==> src/rtl/mem_dump_engine.sv <==
// Hex/ASCII memory dumper: walks a byte range through a shared read port and
// streams a formatted text dump, one character per ready/valid handshake.
module mem_dump_engine #(
    parameter int unsigned ASZ  = 17,
    parameter int unsigned ROW  = 16,
    parameter int unsigned GRP  = 4,
    parameter int unsigned ADIG = 4,
    parameter logic [7:0]  DOT  = 8'h2e
) (
    input  logic           clk,
    input  logic           rst,
    input  logic           start,
    input  logic [ASZ-1:0] addr,
    input  logic [ASZ-1:0] len,
    input  logic           ascii_en,
    output logic           mem_rd,
    output logic [ASZ-1:0] mem_addr,
    input  logic [7:0]     mem_data,
    output logic           out_valid,
    output logic [7:0]     out_data,
    input  logic           out_ready,
    output logic           busy,
    output logic           done
);

    localparam int unsigned LROW = $clog2(ROW);
    localparam int unsigned RW   = ASZ - LROW + 1;
    localparam int unsigned AW   = ADIG * 4;
    localparam int unsigned DW   = (ADIG > 1) ? $clog2(ADIG) : 1;

    localparam logic [7:0] CH_NL    = 8'h0a;
    localparam logic [7:0] CH_SP    = 8'h20;
    localparam logic [7:0] CH_COLON = 8'h3a;

    typedef enum logic [3:0] {
        S_IDLE,
        S_NL,
        S_ADR,
        S_COLON,
        S_HSP,
        S_HRD,
        S_HWT,
        S_HHI,
        S_HLO,
        S_ASP,
        S_ARD,
        S_AWT,
        S_ACH,
        S_FIN
    } state_t;

    state_t         state;
    logic [ASZ-1:0] row_addr;
    logic [RW-1:0]  rows_left;
    logic [LROW-1:0] idx;
    logic [DW-1:0]  dig;
    logic           sp_cnt;
    logic           ascii_q;
    logic [7:0]     byte_q;

    logic           accept;
    logic [ASZ-1:0] row_mask;
    logic [ASZ-1:0] start_last;
    logic [ASZ-1:0] start_row0;
    logic [ASZ-1:0] row_span;
    logic [RW-1:0]  start_nrows;
    logic [AW-1:0]  adr_pad;
    logic [DW-1:0]  dig_nxt;
    logic [3:0]     adr_nib_first;
    logic [3:0]     adr_nib_next;
    logic [LROW-1:0] idx_nxt;
    logic           idx_last;
    logic           grp_edge;
    logic           last_row;

    // Lowercase hex digit for a nibble.
    function automatic logic [7:0] hex_char(input logic [3:0] n);
        hex_char = (n < 4'd10) ? (8'h30 + {4'h0, n}) : (8'h57 + {4'h0, n});
    endfunction

    // Printable byte or the substitute character.
    function automatic logic [7:0] asc_char(input logic [7:0] b);
        asc_char = ((b < 8'h20) || (b > 8'h7e)) ? DOT : b;
    endfunction

    // Range setup, address digit selection and per-row index bookkeeping.
    always_comb begin
        accept        = out_valid & out_ready;
        row_mask      = ~ASZ'(ROW - 1);
        start_last    = addr + len - ASZ'(1);
        start_row0    = addr & row_mask;
        row_span      = (start_last & row_mask) - start_row0;
        start_nrows   = RW'(row_span >> LROW) + RW'(1);
        adr_pad       = AW'(row_addr);
        dig_nxt       = dig - DW'(1);
        adr_nib_first = 4'(adr_pad >> (4 * (ADIG - 1)));
        adr_nib_next  = 4'(adr_pad >> {dig_nxt, 2'b00});
        idx_nxt       = idx + LROW'(1);
        idx_last      = (idx == LROW'(ROW - 1));
        grp_edge      = ((idx_nxt & LROW'(GRP - 1)) == '0);
        last_row      = (rows_left == RW'(1));
    end

    // Dump sequencer; every output is loaded on the transition into the state that owns it.
    always_ff @(posedge clk) begin
        if (rst) begin
            state     <= S_IDLE;
            busy      <= 1'b0;
            done      <= 1'b0;
            out_valid <= 1'b0;
            out_data  <= '0;
            mem_rd    <= 1'b0;
            mem_addr  <= '0;
            row_addr  <= '0;
            rows_left <= '0;
            idx       <= '0;
            dig       <= '0;
            sp_cnt    <= 1'b0;
            ascii_q   <= 1'b0;
            byte_q    <= '0;
        end else begin
            done <= 1'b0;
            case (state)
                S_IDLE: begin
                    // A start coinciding with the done pulse is deliberately dropped.
                    if (start && !done) begin
                        busy      <= 1'b1;
                        ascii_q   <= ascii_en;
                        row_addr  <= start_row0;
                        rows_left <= start_nrows;
                        out_valid <= 1'b1;
                        out_data  <= CH_NL;
                        state     <= (len == '0) ? S_FIN : S_NL;
                    end
                end
                S_NL: begin
                    if (accept) begin
                        state    <= S_ADR;
                        dig      <= DW'(ADIG - 1);
                        out_data <= hex_char(adr_nib_first);
                    end
                end
                S_ADR: begin
                    if (accept) begin
                        if (dig == '0) begin
                            state    <= S_COLON;
                            out_data <= CH_COLON;
                        end else begin
                            dig      <= dig_nxt;
                            out_data <= hex_char(adr_nib_next);
                        end
                    end
                end
                S_COLON: begin
                    if (accept) begin
                        state    <= S_HSP;
                        idx      <= '0;
                        out_data <= CH_SP;
                    end
                end
                S_HSP: begin
                    if (accept) begin
                        state     <= S_HRD;
                        out_valid <= 1'b0;
                        mem_rd    <= 1'b1;
                        mem_addr  <= row_addr + ASZ'(idx);
                    end
                end
                S_HRD: begin
                    state  <= S_HWT;
                    mem_rd <= 1'b0;
                end
                S_HWT: begin
                    state     <= S_HHI;
                    byte_q    <= mem_data;
                    out_valid <= 1'b1;
                    out_data  <= hex_char(mem_data[7:4]);
                end
                S_HHI: begin
                    if (accept) begin
                        state    <= S_HLO;
                        out_data <= hex_char(byte_q[3:0]);
                    end
                end
                S_HLO: begin
                    if (accept) begin
                        if (!idx_last) begin
                            idx <= idx_nxt;
                            if (grp_edge) begin
                                state    <= S_HSP;
                                out_data <= CH_SP;
                            end else begin
                                state     <= S_HRD;
                                out_valid <= 1'b0;
                                mem_rd    <= 1'b1;
                                mem_addr  <= row_addr + ASZ'(idx_nxt);
                            end
                        end else if (ascii_q) begin
                            state    <= S_ASP;
                            sp_cnt   <= 1'b0;
                            out_data <= CH_SP;
                        end else if (last_row) begin
                            state    <= S_FIN;
                            out_data <= CH_NL;
                        end else begin
                            state     <= S_NL;
                            row_addr  <= row_addr + ASZ'(ROW);
                            rows_left <= rows_left - RW'(1);
                            out_data  <= CH_NL;
                        end
                    end
                end
                S_ASP: begin
                    if (accept) begin
                        if (!sp_cnt) begin
                            sp_cnt <= 1'b1;
                        end else begin
                            state     <= S_ARD;
                            idx       <= '0;
                            out_valid <= 1'b0;
                            mem_rd    <= 1'b1;
                            mem_addr  <= row_addr;
                        end
                    end
                end
                S_ARD: begin
                    state  <= S_AWT;
                    mem_rd <= 1'b0;
                end
                S_AWT: begin
                    state     <= S_ACH;
                    out_valid <= 1'b1;
                    out_data  <= asc_char(mem_data);
                end
                S_ACH: begin
                    if (accept) begin
                        if (!idx_last) begin
                            state     <= S_ARD;
                            idx       <= idx_nxt;
                            out_valid <= 1'b0;
                            mem_rd    <= 1'b1;
                            mem_addr  <= row_addr + ASZ'(idx_nxt);
                        end else if (last_row) begin
                            state    <= S_FIN;
                            out_data <= CH_NL;
                        end else begin
                            state     <= S_NL;
                            row_addr  <= row_addr + ASZ'(ROW);
                            rows_left <= rows_left - RW'(1);
                            out_data  <= CH_NL;
                        end
                    end
                end
                S_FIN: begin
                    if (accept) begin
                        state     <= S_IDLE;
                        out_valid <= 1'b0;
                        busy      <= 1'b0;
                        done      <= 1'b1;
                    end
                end
                default: begin
                    state <= S_IDLE;
                end
            endcase
        end
    end

endmodule

==> config.mk <==
export PLATFORM = sky130hd
export DESIGN_NAME = mem_dump_engine
export DESIGN_NICKNAME = d
export VERILOG_FILES = /design/src/rtl/mem_dump_engine.sv
export SDC_FILE = /design/constraint.sdc
export NUM_CORES = 1
export LEC_CHECK = 0
export CELL_PAD_IN_SITES_DETAIL_PLACEMENT = 0
export CELL_PAD_IN_SITES_GLOBAL_PLACEMENT = 1
export CORE_UTILIZATION = 40
export CTS_BUF_LIST = sky130_fd_sc_hd__clkbuf_8
export DETAILED_ROUTE_END_ITERATION = 6
export PLACE_DENSITY_LB_ADDON = 0.1
export SLEW_MARGIN = 0
export SYNTH_ARGS = -nofsm -noshare
export SYNTH_HDL_FRONTEND = slang
export SYNTH_SLANG_ARGS = --single-unit
export TNS_END_PERCENT = 50
==> constraint.sdc <==
create_clock -name clk -period 10.2 [get_ports clk]
set_input_delay 3.06 -clock clk [delete_from_list [all_inputs] [get_ports clk]]
set_output_delay 3.06 -clock clk [all_outputs]
set_load 0.005 [all_outputs]
==> run_results.csv <==
group,metric,value,unit
run_status,status,"finished clean",
detailed_routing,drtAntennaViolNets,0,
clocking,hold_buffers,0,
placement,place_inst,1141,
hold_path,worstHoldEndpoint,"mem_addr[1]$_SDFFE_PP0P_",
global_routing,grt_max_degree,75,
finish,area_growth,15.5,%
critical_path,path_depth,20,
synthesis,synth_nets,1004,
detailed_routing,first_pass_iters,6,
timing,slew_headroom,18.8,%
critical_path,cp-start-kind,"input port",
timing,tns,0,ps
synthesis,syn-instance-count,900,
hold_path,hp-start,"mem_addr[1]$_SDFFE_PP0P_",
global_routing,antenna_found_initial,0,
critical_path,critPathMaxFanout,6,
synthesis,yosys_warnings,0,
floorplan,fp.dieH,129,um
critical_path,crit_path_top_delay_cell,"a2111oi_0",
finish,final_core_utilization,48.1,%
hold_path,hold_path_class,"reg2reg",
detailed_routing,viasPerCell,5.71,
critical_path,path_buf_inv,3,
finish,num_antenna_cells,0,
global_routing,grt_pass1_wl,30500,um
critical_path,crit_path_cell_trace,"clkdlybuf4s50_1, inv_1, ha_1, inv_1, ha_1, nor3_1, o21ai_0, and3_1, a2111oi_0, nor2_1, a21oi_1, o21bai_1, xor2_1, ha_1, or4_1, o311ai_0, a211oi_1, xnor2_1, or4b_1, nand3_1",
critical_path,r2r_end,"mem_addr[2]$_SDFFE_PP0P_",
detailed_routing,wl_per_cell,16.1,um
critical_path,rrSetupSlack,6240,ps
hold_path,holdPathStages,2,
timing,post-route-min-period,7600,ps
synthesis,synth_edf_count,0,
clocking,clk_latency,380,ps
clocking,clockBufferDepth,2,
floorplan,dieArea,16600,um2
critical_path,r2r_start,"state[0]$_SDFFE_PP0P_",
synthesis,ys_types,74,
timing,period_share,74.5,%
global_routing,overflow,0,
floorplan,core,15400,um2
timing,finalSetupViolations,0,
finish,fillers,1645,
finish,fin_nets,1045,
placement,port_buffers,75,
global_routing,track_usage,23.2,%
detailed_routing,drt-initial-drc-count,629,
timing,final_max_slew_viol_count,0,
global_routing,grt_pass1_vias,6165,
power_and_ir_drop,ir_drop,77.9,uV
detailed_routing,routed-via-count,6594,
timing,fmax,0.132,GHz
critical_path,crit_type,"in2reg",
synthesis,synth_seq_area_share,22.4,%
synthesis,synth-seq-cells,72,
floorplan,die_x,129,um
floorplan,ios,76,
critical_path,crit_family,"simple AND/OR/NAND/NOR gates",
clocking,cts_setup_buffers,0,
flow_run,drv_cap,0,
critical_path,cp_data_arrival_time,7900,ps
finish,drive_gt1_share,3.71,%
placement,gp_congestion,0.865,
timing,worst_pin_slew,1220,ps
clocking,root_buffer,"clkbuf_8",
finish,layoutNonFillerInstCount,1154,
timing,hold_viol,0,
critical_path,cp_common_cell,"ha_1",
clocking,path_clk_slew,70,ps
placement,dp_hpwl,13900,um
timing,rsz0062_at_grt,"false",
timing,hold_slack,456,ps
clocking,ctsHtreeMaxLevel,3,
critical_path,slowest_delay,590,ps
floorplan,initial_core_util,41.7,%
power_and_ir_drop,p_leak,2.90,nW
critical_path,cp.required,10500,ps
detailed_routing,route.detailed.drc,0,
floorplan,core.rowCount,45,
clocking,clock_sinks,72,
critical_path,r2r_cells,7,
clocking,numCtsBuffers,9,
synthesis,synthArstFlopShare,0,%
synthesis,synthFlopType,"dfxtp_1",
timing,finClkSkew,16.9,ps
power_and_ir_drop,power_per_cell_area,222,nW/um2
critical_path,crit_path_end_kind,"flop",
detailed_routing,route.final.wire_length,18600,um
clocking,cts_tree,"yes",
clocking,ctsResizeCount,0,
synthesis,synth_area,6430,um2
synthesis,syn_area_per_cell,7.14,um2
==> power breakdown <==
part	internal [mW]	switching (mW)	leakage [nW]
sequential	0.348	0.0961	0.586
clock	0.0965	0.112	0.0883
combinational	0.407	0.589	2.22
total	0.852	0.797	2.90
==> logic make-up (layout without fill, tap and decap cells) <==
| kind of cell | after synthesis | in the layout | synth area share (%) |
|---|---|---|---|
| AOI/OAI and AO/OA | 262 | 262 | 26.1 |
| xor gates and xnor gates | 35 | 35 | 4.89 |
| adders and majority gates | 58 | 58 | 11.4 |
| buffers and inverters | 138 | 181 | 8.41 |
| DFF | 72 | 72 | 22.4 |
| muxes | 10 | 10 | 1.56 |
| other | 1 | 1 | 0.0584 |
| and+or+nand+nor | 324 | 324 | 25.2 |
==> area by class of cell <==
cell class,count,area [um2],area share (%)
clock buffers,11,151,2.04
flip-flops and latches,72,1440,19.4
well taps,211,264,3.56
clock inverters,2,8.76,0.118
repair buffers,79,776,10.5
inverters,89,337,4.53
multi-input cells,690,4440,59.9
==> registers in the layout (all words and copies together) (netlist names) <==
name,flops
state,4
rows_left,14
ascii_q,1
dig,2
row_addr,13
mem_rd,1
out_data,8
byte_q,4
mem_addr,17
out_valid,1
done,1
busy,1
idx,4
sp_cnt,1
==> stage by stage <==
stage	instance area (um2)	setup slack [ps]	total power, mW
3_3_place_gp	7260	2350	1.42
3_5_place_dp	7260	2300	1.44
6_report	7420	2600	1.65
4_1_cts	7420	2650	1.65
2_1_floorplan	6430	3230	1.18
5_1_grt	7420	2230	1.80
==> Yosys cell counts, drive strengths merged, types with 4 or more instances <==
master | count | area, um2
a211o | 4 | 35.0
a211oi | 20 | 150
a21o | 10 | 75.1
a21oi | 83 | 419
a221oi | 8 | 70.1
a22oi | 14 | 105
a311oi | 12 | 105
a31oi | 7 | 43.8
and2 | 6 | 37.5
and3 | 14 | 87.6
buf | 11 | 60.1
clkbuf | 38 | 144
dfxtp | 72 | 1440
ha | 56 | 701
inv | 89 | 337
mux2i | 10 | 100
nand2 | 69 | 259
nand2b | 15 | 93.8
nand3 | 24 | 120
nand4 | 7 | 43.8
nor2 | 98 | 375
nor2b | 12 | 75.1
nor3 | 30 | 150
nor3b | 5 | 37.5
nor4 | 12 | 87.6
o21a | 4 | 30.0
o21ai | 53 | 265
o22ai | 13 | 81.3
o31ai | 6 | 45.0
or2 | 7 | 43.8
or3 | 11 | 68.8
or4 | 4 | 30.0
xnor2 | 24 | 210
xor2 | 11 | 104
==> layer usage <==
layer	track usage (%)	vias to the layer above	part of all wire (%)	wire length (um)
met5	0	-	0	0
met1	30.2	3085	47	8770
met4	7.61	0	1.6	289
met3	2.66	24	3.7	687
met2	39.9	190	48	8830
li1	-	3295	-	-
==> tightest hold or removal path, delay by kind of cell (launching register included) <==
family           cells  cell delay, ps
AND/OR/NAND/NOR      1              50
flip-flops           1             310
AO/OA/AOI/OAI        1              50
==> worst max path at each step <==
stage,start,endpoint,slack [ps]
3_3_place_gp,addr[4],rows_left[12]$_SDFFE_PP0P_,2350
4_1_cts,addr[4],rows_left[12]$_SDFFE_PP0P_,2650
2_1_floorplan,addr[7],rows_left[12]$_SDFFE_PP0P_,3230
3_5_place_dp,addr[4],rows_left[12]$_SDFFE_PP0P_,2300
6_report,addr[4],rows_left[12]$_SDFFE_PP0P_,2600
5_1_grt,addr[4],rows_left[12]$_SDFFE_PP0P_,2230
==> layout by cell type (no fill, tap or decap), types with 13 or more instances in the layout <==
master	n
nand2b_1	15
a211oi_1	20
and3_1	14
nand3_1	24
o21ai_0	52
a21oi_1	82
o22ai_1	13
inv_1	89
nand2_1	69
ha_1	56
xnor2_1	24
a22oi_1	14
nor2_1	97
clkdlybuf4s50_1	74
dfxtp_1	72
nor3_1	30
No activity file was read; power rests on OpenSTA's default activity.
